<file path="src/rtl/io_dispatch_if.sv">
// Core-side bus of the I/O dispatcher: core address/data/strobes plus the RAM pass-through.
interface io_dispatch_if #(
  parameter int ADDR_W = 15,
  parameter int DATA_W = 16
);
  logic [ADDR_W-1:0] core_addr;
  logic [DATA_W-1:0] core_wdata;
  logic              core_we;
  logic              core_re;
  logic [DATA_W-1:0] core_rdata;
  logic [DATA_W-1:0] mem_rdata;
  logic              mem_we;

  modport master (
    output core_addr, core_wdata, core_we, core_re, mem_rdata,
    input  core_rdata, mem_we
  );

  modport slave (
    input  core_addr, core_wdata, core_we, core_re, mem_rdata,
    output core_rdata, mem_we
  );
endinterface

</file>
<file path="src/rtl/io_dispatch.sv">
// Memory-mapped I/O dispatcher: keyboard scancode FIFO, seven-segment register, RAM pass-through.
// Optional build macro IO_DISPATCH_IRQ_EN enables a registered keyboard-pending interrupt.
module io_dispatch #(
  parameter int                ADDR_W     = 15,
  parameter int                DATA_W     = 16,
  parameter int                FIFO_DEPTH = 8,
  parameter logic [ADDR_W-1:0] IO_BASE    = {{(ADDR_W-2){1'b1}}, 2'b00}
) (
  input  logic              clk,
  input  logic              rst_n,
  input  logic              kbd_valid,
  input  logic [7:0]        kbd_code,
  io_dispatch_if.slave      bus,
  output logic [DATA_W-1:0] sseg_value,
  output logic              kbd_irq
);

  localparam int PTR_W = $clog2(FIFO_DEPTH);
  localparam int CNT_W = PTR_W + 1;
  localparam logic [CNT_W-1:0] DEPTH_C = CNT_W'(FIFO_DEPTH);

  logic [ADDR_W-1:0] offset;
  logic              io_hit;
  logic [1:0]        reg_sel;

  logic [7:0]        fifo_mem [FIFO_DEPTH];
  logic [PTR_W-1:0]  wr_ptr;
  logic [PTR_W-1:0]  rd_ptr;
  logic [CNT_W-1:0]  count;
  logic              overflow;
  logic              empty;
  logic              full;
  logic              pop;
  logic              push_ok;
  logic              drop;
  logic              ovf_clr;
  logic              sseg_wr;

  logic [DATA_W-1:0] io_rdata;
  logic [DATA_W-1:0] rd_q;
  logic              rd_sel;

  // Window is four words; any offset with upper bits set lies outside it.
  assign offset  = bus.core_addr - IO_BASE;
  assign io_hit  = (offset[ADDR_W-1:2] == '0);
  assign reg_sel = offset[1:0];

  assign empty   = (count == '0);
  assign full    = (count == DEPTH_C);
  assign pop     = bus.core_re & io_hit & (reg_sel == 2'd3) & ~empty;
  assign push_ok = kbd_valid & (~full | pop);
  assign drop    = kbd_valid & full & ~pop;
  assign ovf_clr = bus.core_we & io_hit & (reg_sel == 2'd2);
  assign sseg_wr = bus.core_we & io_hit & (reg_sel == 2'd1);

  assign bus.mem_we = bus.core_we & ~io_hit;

  // Storage needs no reset: pointers and count define what is valid.
  always_ff @(posedge clk) begin
    if (push_ok) fifo_mem[wr_ptr] <= kbd_code;
  end

  always_ff @(posedge clk or negedge rst_n) begin
    if (!rst_n) begin
      wr_ptr   <= '0;
      rd_ptr   <= '0;
      count    <= '0;
      overflow <= 1'b0;
    end else begin
      if (push_ok) wr_ptr <= wr_ptr + 1'b1;
      if (pop)     rd_ptr <= rd_ptr + 1'b1;
      case ({push_ok, pop})
        2'b10:   count <= count + 1'b1;
        2'b01:   count <= count - 1'b1;
        default: count <= count;
      endcase
      // A drop in the same cycle as a clear keeps the flag set.
      if (drop)         overflow <= 1'b1;
      else if (ovf_clr) overflow <= 1'b0;
    end
  end

  always_ff @(posedge clk or negedge rst_n) begin
    if (!rst_n) sseg_value <= '0;
    else if (sseg_wr) sseg_value <= bus.core_wdata;
  end

  always_comb begin
    io_rdata = '0;
    case (reg_sel)
      2'd3: if (!empty) io_rdata[7:0] = fifo_mem[rd_ptr];
      2'd2: begin
        io_rdata[0]          = empty;
        io_rdata[1]          = full;
        io_rdata[2]          = overflow;
        io_rdata[8 +: CNT_W] = count;
      end
      2'd1:    io_rdata = sseg_value;
      default: io_rdata = '0;
    endcase
  end

  // Registering on core_re aligns I/O reads with the RAM's one-cycle latency.
  always_ff @(posedge clk or negedge rst_n) begin
    if (!rst_n) begin
      rd_sel <= 1'b0;
      rd_q   <= '0;
    end else if (bus.core_re) begin
      rd_sel <= io_hit;
      rd_q   <= io_rdata;
    end
  end

  assign bus.core_rdata = !rst_n ? '0 : (rd_sel ? rd_q : bus.mem_rdata);

`ifdef IO_DISPATCH_IRQ_EN
  logic irq_q;
  always_ff @(posedge clk or negedge rst_n) begin
    if (!rst_n) irq_q <= 1'b0;
    else        irq_q <= ~empty;
  end
  assign kbd_irq = irq_q;
`else
  assign kbd_irq = 1'b0;
`endif

endmodule

</file>
<file path="src/flat_wrapper.sv">
// flat-port wrapper written by rule: the top's interface ports become plain ports
module io_dispatch_flat 
#(
  parameter int                ADDR_W     = 15,
  parameter int                DATA_W     = 16,
  parameter int                FIFO_DEPTH = 8,
  parameter logic [ADDR_W-1:0] IO_BASE    = {{(ADDR_W-2){1'b1}}, 2'b00}
)
  (clk, rst_n, kbd_valid, kbd_code, sseg_value, kbd_irq, bus_core_addr, bus_core_wdata, bus_core_we, bus_core_re, bus_mem_rdata, bus_core_rdata, bus_mem_we);
  io_dispatch_if #(.ADDR_W(ADDR_W), .DATA_W(DATA_W)) bus_i ();
  input  logic clk;
  input  logic rst_n;
  input  logic kbd_valid;
  input  logic [7:0] kbd_code;
  output logic [DATA_W-1:0] sseg_value;
  output logic kbd_irq;
  input wire logic [$bits(bus_i.core_addr)-1:0] bus_core_addr;
  input wire logic [$bits(bus_i.core_wdata)-1:0] bus_core_wdata;
  input wire logic [$bits(bus_i.core_we)-1:0] bus_core_we;
  input wire logic [$bits(bus_i.core_re)-1:0] bus_core_re;
  input wire logic [$bits(bus_i.mem_rdata)-1:0] bus_mem_rdata;
  output wire logic [$bits(bus_i.core_rdata)-1:0] bus_core_rdata;
  output wire logic [$bits(bus_i.mem_we)-1:0] bus_mem_we;
  assign bus_i.core_addr = bus_core_addr;
  assign bus_i.core_wdata = bus_core_wdata;
  assign bus_i.core_we = bus_core_we;
  assign bus_i.core_re = bus_core_re;
  assign bus_i.mem_rdata = bus_mem_rdata;
  assign bus_core_rdata = bus_i.core_rdata;
  assign bus_mem_we = bus_i.mem_we;
  io_dispatch #(.ADDR_W(ADDR_W), .DATA_W(DATA_W), .FIFO_DEPTH(FIFO_DEPTH), .IO_BASE(IO_BASE)) u_core (.clk(clk), .rst_n(rst_n), .kbd_valid(kbd_valid), .kbd_code(kbd_code), .bus(bus_i), .sseg_value(sseg_value), .kbd_irq(kbd_irq));
endmodule
</file>
<file path="config.mk">
export PLATFORM = sky130hd
export DESIGN_NAME = io_dispatch_flat
export DESIGN_NICKNAME = d
export VERILOG_FILES = /design/src/rtl/io_dispatch_if.sv /design/src/rtl/io_dispatch.sv /design/src/flat_wrapper.sv
export SDC_FILE = /design/constraint.sdc
export NUM_CORES = 1
export LEC_CHECK = 0
export CAP_MARGIN = 25
export CORE_MARGIN = 1
export CORE_UTILIZATION = 40
export CTS_BUF_LIST = sky130_fd_sc_hd__clkbuf_16
export CTS_CLUSTER_DIAMETER = 60
export CTS_CLUSTER_SIZE = 28
export DETAILED_ROUTE_END_ITERATION = 10
export GPL_ROUTABILITY_DRIVEN = 1
export GPL_TIMING_DRIVEN = 0
export PLACE_DENSITY = 0.63
export SYNTH_ARGS = -nofsm -noshare
export SYNTH_HDL_FRONTEND = slang
export SYNTH_SLANG_ARGS = --single-unit
</file>
<file path="constraint.sdc">
create_clock -name clk -period 3.3 [get_ports clk]
set_clock_uncertainty 0.15 [all_clocks]
set_input_delay 0.825 -clock clk [delete_from_list [all_inputs] [get_ports clk]]
set_output_delay 0.825 -clock clk [all_outputs]
set_load 0.01 [all_outputs]
</file>
# --- Word level (Yosys, flattened, before mapping) ---
# Memories as Yosys holds them, arrays and structs flattened.
# Cells that the tools add are included.
totals:
  inputBits: 60
  reg_bits: 44
  ramBits: 64
  output_inout_bits: 34
  elab_cells: 50
  n_memories: 1
mem_list:
  columns: ["name", "depth", "width", "rd", "rd_clocked_by_memory_dff", "write_ports", "line_no", "text"]
  rows:
  - ["u_core.fifo_mem", 8, 8, 1, 0, 1, "io_dispatch.sv:26", "logic [7:0] fifo_mem [FIFO_DEPTH];"]
op_classes:
  n_eq_ne: 6
  n_bitwise: 15
  muxes: 12
  addsub: 5
  reduce_logical: 4
op_table:
  columns: ["op", "count"]
  rows:
  - ["16-bit two-way mux", 2]
  - ["4-bit case mux with 2 select lines", 2]
  - ["15-bit subtractor, second input constant", 1]
  - ["13-bit logical NOT", 1]
  - ["1-bit AND", 10]
  - ["5-bit case mux with 2 select lines", 1]
  - ["3-bit case mux with 3 select lines", 1]
  - ["8-bit two-way mux", 1]
  - ["3-bit by 1-bit adder with 3-bit output, second input constant", 2]
  - ["2-bit equality test, second input constant", 3]
  - ["4-bit by 1-bit adder with 4-bit output, second input constant", 1]
  - ["2-bit by 1-bit equality test with 1-bit output, second input constant", 2]
  - ["4-bit equality test, second input constant", 1]
  - ["4-bit logical NOT", 1]
  - ["1-bit two-way mux", 4]
  - ["4-bit two-way mux", 1]
  - ["1-bit NOT", 4]
  - ["2-bit nonzero test", 2]
  - ["4-bit by 1-bit subtractor with 4-bit output, second input constant", 1]
  - ["1-bit bitwise OR", 1]

# --- Longest topological paths before layout ---
# Gate-level depths: netlist of run 1.
logic_depth:
  word_depth: 9
  mapped_depth: 10
  depth_no_buf: 9

# --- Worst setup path before layout of run 1 ---
# OpenSTA, ideal clock, no wires.
synth_path:
  path_type: "input -> register"
  startpoint: "input bus_core_addr[6]"
  endpoint: "memory u_core.fifo_mem[2][0], enable pin"
  required_ps: 2752
  setup_slack_ps: 171
  n_path_buf: 0
  arrival_ps: 2581
  setup_time_ps: 398
  path_stages: 4
  path_cell_list: "nand4_1 > nor4_4 > a21oi_2 > nor4b_1"
synth_between:
  elab_chain_cells: 9
synth_rtl:
  columns: ["item", "line_no", "text"]
  rows:
  - ["start: declaration", "flat_wrapper.sv:17", "input wire logic [$bits(bus_i.core_addr)-1:0] bus_core_addr;"]
  - ["15-bit subtractor", "io_dispatch.sv:44", "assign offset = bus.core_addr - IO_BASE;"]
  - ["13-bit logical NOT", "io_dispatch.sv:45", "assign io_hit = (offset[ADDR_W-1:2] == '0);"]
  - ["1-bit AND (3 in series)", "io_dispatch.sv:50", "assign pop = bus.core_re & io_hit & (reg_sel == 2'd3) & ~empty;"]
  - ["1-bit bitwise OR", "io_dispatch.sv:51", "assign push_ok = kbd_valid & (~full | pop);"]
  - ["1-bit AND", "io_dispatch.sv:51", null]
  - ["1-bit two-way mux", "io_dispatch.sv:60", "if (push_ok) fifo_mem[wr_ptr] <= kbd_code;"]
  - ["1-bit two-way mux (not written as such)", "io_dispatch.sv:60", null]
  - ["end: declaration", "io_dispatch.sv:26", null]
# Every way passes these cells.

# --- Worst setup path in the final report of run 1 ---
layout_path:
  startpoint: "input bus_core_addr[10]"
  endpoint: "output bus_mem_we"
layout_between:
  elab_chain_cells: 4
layout_rtl:
  columns: ["item", "line_no", "text"]
  rows:
  - ["15-bit subtractor", "io_dispatch.sv:44", null]
  - ["13-bit logical NOT", "io_dispatch.sv:45", null]
  - ["1-bit NOT", "io_dispatch.sv:56", "assign bus.mem_we = bus.core_we & ~io_hit;"]
  - ["1-bit AND", "io_dispatch.sv:56", null]
  - ["end: declaration", "flat_wrapper.sv:23", "output wire logic [$bits(bus_i.mem_we)-1:0] bus_mem_we;"]
# Every way passes these cells.

==> flow_summary_export.csv, run 1 <==
group,metric,value,unit
synthesis,ys.flop_type,"edfxtp_1",
worst_setup_path,worstPathCellList,"clkdlybuf4s50_1 -> nand4_1 -> or4_4 -> and2_4 -> buf_6",
place,dp_hpwl,8.31,mm
routing,antenna_left,0,
clocking,htreeDepth,3,
finish,fin_util,55.1,%
synthesis,synth_most_common_cell,"edfxtp_1",
sta,slew_headroom,49.2,%
finish,fill_cells,1041,
global_route,overflow,0,
clocking,path_clk_slew,70,ps
floorplanning,initial_core_util,41.7,%
worst_setup_path,slowest_delay,570,ps
clocking,clock_latency,350,ps
global_route,track_usage,18.7,%
power,leakage,2.53,nW
sta,max_freq,307,MHz
routing,wl_per_cell,18.1,um
synthesis,yosysSeqAreaShare,59.7,%
clocking,cts_tree,"built",
synthesis,syn_area,5070,um^2
power,p_int,2.55,mW
global_route,grt_pass1_vias,3284,
routing,first_pass_iters,4,
synthesis,synth-async-reset-ratio,40.7,%
power,peakVddDrop,371,uV
worst_setup_path,slowest_stage,"or4_4",
synthesis,synth_fp_nets,412,
synthesis,synth_edf_count,64,
synthesis,yosys_register_bits,108,
routing,wl,11.4,mm
routing,drt_iter0_drc,238,
synthesis,syn_inst,345,
power,p_switching,0.955,mW
synthesis,yosys.area.top_type,"edfxtp_1",
min_path,hold_class,"in -> async",
run_status,status,"complete, no violations",
global_route,antenna_found_initial,0,
worst_setup_path,critPathKind,"in -> out",
power,clock_power_share,30.9,%
floorplanning,die_width,115,um
worst_setup_path,cp-startpoint,"bus_core_addr[10]",
synthesis,syn_avg_cell_area,14.7,um^2
finish,fin_area,6700,um^2
sta,hold_ws,172,ps
sta,final_max_slew_viol_count,0,
sta,finalHoldViolCount,0,
place,pre_cts_ws,-567,ps
place,place.gp.congestion,0.823,
synthesis,synth_top_area_share,37.9,%
synthesis,synthTopCellsByCount,"64 x edfxtp_1, 44 x dfrtp_1, 21 x mux2i_1",
sta,period_share,98.6,%
clocking,ctsHoldBuffers,0,
place,io_buffers,92,
finish,diodes,0,
finish,syn2layout_area_growth,32.2,%
routing,drcViolationCount,0,
power,power_frac_seq,48.9,%
power,p_comb_share,20.2,%
worst_setup_path,cp.arrival,2280,ps
sta,tightest_slew,762,ps
sta,rsz0062_at_grt,"false",
flow_run,cap_viol_max_count,0,
global_route,grt_pass1_wl,18.0,mm
power,p_sw_share,27.3,%
floorplanning,ioPinCount,94,
worst_setup_path,required,2320,ps
worst_setup_path,cp_max_fo,4,
worst_setup_path,worstSetupStartpointType,"primary input",
clocking,cts_buffers,9,
power,power_density,523,nW/um^2
floorplanning,core-area,12200,um^2
place,dpl_cell_area,6290,um^2
finish,drive_gt1_share,21.6,%
routing,num_vias,3327,
global_route,grt_start_max_net_pins,53,
clocking,cts.sinks,108,
synthesis,ys_types,56,
synthesis,synthTopCellsByArea,"edfxtp_1 38%, dfrtp_1 22%, mux4_2 7.1%",
floorplanning,design.die.area,13100,um^2
floorplanning,fp-row-count,40,
clocking,clockRootBuffer,"clkbuf_16",
sta,finalCriticalPeriod,3250,ps
clocking,max-clock-path-buffers,2,
sta,layout_setup_ws,46.7,ps
finish,fin_nets,526,
floorplanning,die_y,115,um
synthesis,ys.warnings.count,0,
routing,via_per_inst,5.26,
worst_setup_path,r2r-start,"u_core.count[0]$_DFFE_PN0P_",
sta,finalSetupViolations,0,
worst_setup_path,endpoint_kind,"primary output",
==> power groups by stage <==
stage / registers [mW] / logic [mW] / clock network (mW)
final: 1.71 / 0.707 / 1.08
after floorplan: 1.71 / 0.388 / 0
after CTS: 1.71 / 0.703 / 1.11
after global placement: 1.73 / 0.598 / 0
after detailed placement: 1.74 / 0.665 / 0
after global routing: 1.73 / 0.773 / 1.16
==> state kept, by name (all words and copies together) (netlist names) <==
| name | count |
|---|---|
| u_core.count | 4 |
| u_core.rd_sel | 1 |
| u_core.sseg_value | 16 |
| u_core.rd_q | 16 |
| u_core.overflow | 1 |
| u_core.wr_ptr | 3 |
| u_core.rd_ptr | 3 |
| u_core.fifo_mem | 64 |
==> cells by family after synthesis <==
| group | synth area share [%] |
|---|---|
| xor+xnor | 0.346 |
| buf+inv | 3.16 |
| simple gates | 11.0 |
| fa+ha+maj | 1.73 |
| compound gates | 7.38 |
| other cells | 0.0740 |
| mux | 16.7 |
| flops | 59.7 |
==> metrics by stage <==
| stage | instances | total power [mW] | setup TNS [ps] |
|---|---|---|---|
| after floorplan | 345 | 2.09 | 0 |
| after global placement | 605 | 2.33 | -96340 |
| after detailed placement | 611 | 2.40 | -22760 |
| after CTS | 629 | 3.52 | -212 |
| after global routing | 632 | 3.66 | 0 |
| final | 632 | 3.50 | 0 |
==> path summary, 6_finish.rpt <==
check	end	slack (ps)	cells after the start
worst max-delay path	bus_mem_we	50	5
worst min-delay path	u_core.sseg_value[10]$_DFFE_PN0P_	170	1
worst max register to register	u_core.fifo_mem[1][3]$_DFFE_PP_	530	4
worst min register to register	u_core.rd_q[9]$_DFFE_PN0P_	350	1
max in group asynchronous	u_core.sseg_value[15]$_DFFE_PN0P_	2340	2
min in group clk	u_core.rd_q[9]$_DFFE_PN0P_	350	1
==> layout make-up <==
cell class,instances,area (um^2),share of cell area (%)
sequential,108,3020,45.1
multi-input combinational,204,1970,29.5
timing repair buffer,106,1040,15.6
clock buffer,9,225,3.36
tap,168,210,3.14
buffer,21,114,1.70
clock inverter,7,75.1,1.12
inverter,9,33.8,0.504
==> cells in the final DEF (no fill, tap or decap), types with 3 or more instances in the layout <==
master / Yosys / final
o2bb2ai_1: 4 / 4
nor2_1: 5 / 4
buf_4: 1 / 14
nor2b_1: 16 / 16
inv_1: 9 / 9
a221oi_2: 3 / 3
buf_6: 3 / 4
ha_1: 7 / 7
edfxtp_1: 64 / 64
a311o_1: 3 / 3
dlymetal6s2s_1: 0 / 4
mux2i_1: 21 / 21
mux4_2: 16 / 16
dfrtp_1: 44 / 44
clkdlybuf4s50_1: 0 / 86
and4b_1: 3 / 3
clkbuf_16: 0 / 9
nand2b_1: 3 / 3
o21ai_0: 12 / 12
nand3_1: 10 / 10
buf_2: 8 / 8
a21oi_1: 10 / 10
nand2_1: 9 / 9
nor4bb_4: 0 / 3
and2_1: 4 / 3
a22oi_1: 5 / 5
mux2_2: 11 / 11
clkbuf_1: 10 / 8
and3_1: 10 / 10
mux2_4: 10 / 10
nor3_1: 6 / 6
==> layer usage <==
layer / GRT usage (%) / wire length [um] / vias to the layer above
met1: 24.0 / 5040 / 1649
met4: 6.23 / 151 / 0
met5: 0 / 0 / -
met3: 4.24 / 643 / 11
li1: - / - / 1564
met2: 31.5 / 5600 / 103
==> worst max-delay path, delay by kind of cell <==
kind	cells	cell delay [ps]
and+or+nand+nor	3	870
buffers and inverters	2	570
==> what timing repair did <==
item / 4_1_cts / 5_1_grt
gates resized for setup: 12 / 7
setup endpoints to repair: 42 / 43
pin swaps: 5 / 4
hold endpoints to repair: 0 / 0
setup buffers: 4 / 4
Note: power is estimated with default switching activity, not from simulation.
==> run 2, diff against run 1 <==
--- a/config.mk
+++ b/config.mk
@@ -6,7 +6,7 @@
 export NUM_CORES = 1
 export LEC_CHECK = 0
 export CAP_MARGIN = 25
-export CORE_MARGIN = 1
+export CORE_MARGIN = 10
 export CORE_UTILIZATION = 40
 export CTS_BUF_LIST = sky130_fd_sc_hd__clkbuf_16
 export CTS_CLUSTER_DIAMETER = 60
==> constraint.sdc (replaced) <==
create_clock -name clk -period 3.4 [get_ports clk]
set_clock_uncertainty 0.15 [all_clocks]
set_input_delay 0.85 -clock clk [delete_from_list [all_inputs] [get_ports clk]]
set_output_delay 0.85 -clock clk [all_outputs]
set_load 0.01 [all_outputs]
==> run 2 against run 1 <==
Net effect:
- critical path depth rose by 2
- die area rose by 34%
- cell count rose by 0.32%
- via count fell by 1.8%
- critical endpoint is now u_core.fifo_mem[7][3]$_DFFE_PP_
- clock power barely moved
- cell area fell by 0.56%
==> flow_summary_export.csv, run 2 (synthesis gave the netlist of run 1 again) <==
group,metric,value,unit
run_status,status,"complete, no violations",
floorplanning,core-area,12500,um^2
sta,rsz0062_at_grt,"true",
worst_setup_path,rr_worst_depth,5,
routing,wl,12.4,mm
routing,top_layer_used,"met4",
worst_setup_path,slowest_stage,"nor4bb_2",
clocking,cts_tree,"built",
finish,final_cell_mix,"90 x clkdlybuf4s50_1, 64 x edfxtp_1, 44 x dfrtp_1",
worst_setup_path,endpoint_kind,"flop",
sta,finalCriticalPeriod,3390,ps
sta,max_freq,295,MHz
routing,first_pass_iters,4,
power,power_density,506,nW/um^2
routing,drcViolationCount,0,
routing,drt_iter0_drc,183,
sta,finalHoldViolCount,0,
routing,met3WireLength,694,um
sta,finalSetupViolations,0,
floorplanning,initial_core_util,40.5,%
finish,fill_cells,1095,
floorplanning,die_width,133,um
routing,wl_per_cell,19.6,um
floorplanning,die_y,133,um
clocking,path_clk_slew,80,ps
min_path,hold_class,"in -> async",
global_route,grt_pass1_wl,19.0,mm
clocking,cts.sinks,108,
worst_setup_path,critPathKind,"in -> reg",
finish,largest_reg_flops,64,
sta,period_share,99.7,%
worst_setup_path,worstSetupStartpointType,"primary input",
worst_setup_path,r2r_slack,630,ps
finish,drive_gt1_share,21.0,%
sta,slew_headroom,40.0,%
global_route,grt_pass1_vias,3434,
worst_setup_path,crit_buf_inv,2,
finish,fin_nets,524,
worst_setup_path,cp-startpoint,"bus_core_addr[1]",
clocking,clock_latency,360,ps
worst_setup_path,path_depth,7,
worst_setup_path,cp_top_family,"simple AND/OR/NAND/NOR gates",
routing,wirelength_met1,5.54,mm
place,dpl_cell_area,6290,um^2
global_route,grt_start_max_net_pins,43,
finish,largest_register,"u_core.fifo_mem",
finish,regArea,3020,um^2
routing,num_vias,3268,
worst_setup_path,regToRegEndpoint,"u_core.fifo_mem[7][3]$_DFFE_PP_",
clocking,htreeDepth,3,
power,peakVddDrop,330,uV
routing,routed-wl-met2,6.00,mm
clocking,ctsHoldBuffers,0,
finish,largestRegisters,"u_core.fifo_mem: 64 flops, u_core.rd_q: 16 flops, u_core.sseg_value: 16 flops",
worst_setup_path,cp.arrival,3300,ps
worst_setup_path,slowest_delay,690,ps
worst_setup_path,required,3310,ps
floorplanning,fp-row-count,41,
finish,diodes,0,
clocking,max-clock-path-buffers,2,
worst_setup_path,endpoint,"u_core.fifo_mem[7][3]$_DFFE_PP_",
global_route,track_usage,13.8,%
finish,fin_area,6660,um^2
finish,syn2layout_area_growth,31.5,%
finish,multiInputGateArea,1940,um^2
place,dp_hpwl,9.26,mm
clocking,clockRootBuffer,"clkbuf_16",
clocking,cts_buffers,9,
power,leakage,2.48,nW
place,io_buffers,92,
routing,antenna_left,0,
floorplanning,ioPinCount,94,
finish,final_common_cell,"clkdlybuf4s50_1",
sta,tightest_slew,896,ps
routing,via_per_inst,5.15,
worst_setup_path,worstPathCellList,"clkdlybuf4s50_1 -> ha_1 -> nand2_1 -> nor2_1 -> a21oi_2 -> nor4bb_2 -> buf_4",
worst_setup_path,r2r-start,"u_core.count[0]$_DFFE_PN0P_",
global_route,overflow,0,
worst_setup_path,cp_max_fo,8,
place,place.gp.congestion,0.796,
flow_run,cap_viol_max_count,0,
sta,final_max_slew_viol_count,0,
sta,setup_tns,0,ps
global_route,antenna_found_initial,0,
floorplanning,design.die.area,17600,um^2
[run 2: cell count changes in the layout (fill, tap and decap cells not counted), moves of 2 or more]
cell,delta
nor4b_4,-2
buf_4,-5
dlymetal6s2s_1,-4
nor4bb_4,-2
clkdlybuf4s50_1,+4
nor4b_2,+2
nor4bb_2,+2
[run 2: worst min path at each step]
stage	end	slack, ps
after global routing	u_core.wr_ptr[0]$_DFFE_PN0P_	210
final	u_core.wr_ptr[0]$_DFFE_PN0P_	220
after detailed placement	u_core.rd_q[3]$_DFFE_PN0P_	340
after global placement	u_core.rd_q[7]$_DFFE_PN0P_	340
after CTS	u_core.wr_ptr[0]$_DFFE_PN0P_	200
after floorplan	u_core.rd_q[10]$_DFFE_PN0P_	300
[run 2: worst register-to-register path: stages, from the launching register on]
cell      delay [ps]
dfrtp_1          550
nor4_2           140
nor2_1           420
a21oi_2          260
nor4bb_2         690
buf_4            270
[run 2: where the power goes]
group,internal (mW),switching (mW),total [mW]
clock network,0.577,0.484,1.06
registers,1.56,0.100,1.66
logic,0.317,0.332,0.648
total,2.46,0.916,3.37
[run 2: repair_timing]
item,CTS,global route
gates resized for setup,7,5
setup buffers,3,0
endpoints found under the setup margin,11,27
pin swaps,3,0
gates cloned,0,1
[run 2: layer usage]
metal / vias to the layer above / track usage (%)
li1: 1554 / -
met1: 1591 / 16.7
met2: 106 / 22.4
met3: 17 / 5.07
met4: 0 / 4.34
met5: - / 0
[run 2: layout make-up]
class | instances | share of cell area [%]
sequential | 108 | 45.4
multi-input combinational | 204 | 29.1
timing repair buffer | 102 | 15.3
clock buffer | 9 | 3.38
tap | 172 | 3.23
buffer | 23 | 1.95
clock inverter | 7 | 1.13
inverter | 9 | 0.507
[run 2: through the flow]
stage	total power, mW	cells	hold WS (ps)	util, %	setup slack [ps]
3_3_place_gp	2.26	609	341	49.6	-1590
6_report	3.37	634	217	53.2	11.3
4_1_cts	3.38	633	204	52.8	1.65
5_1_grt	3.53	634	214	53.2	-85.4
2_1_floorplan	2.03	345	305	-	246
3_5_place_dp	2.32	615	344	50.3	-461
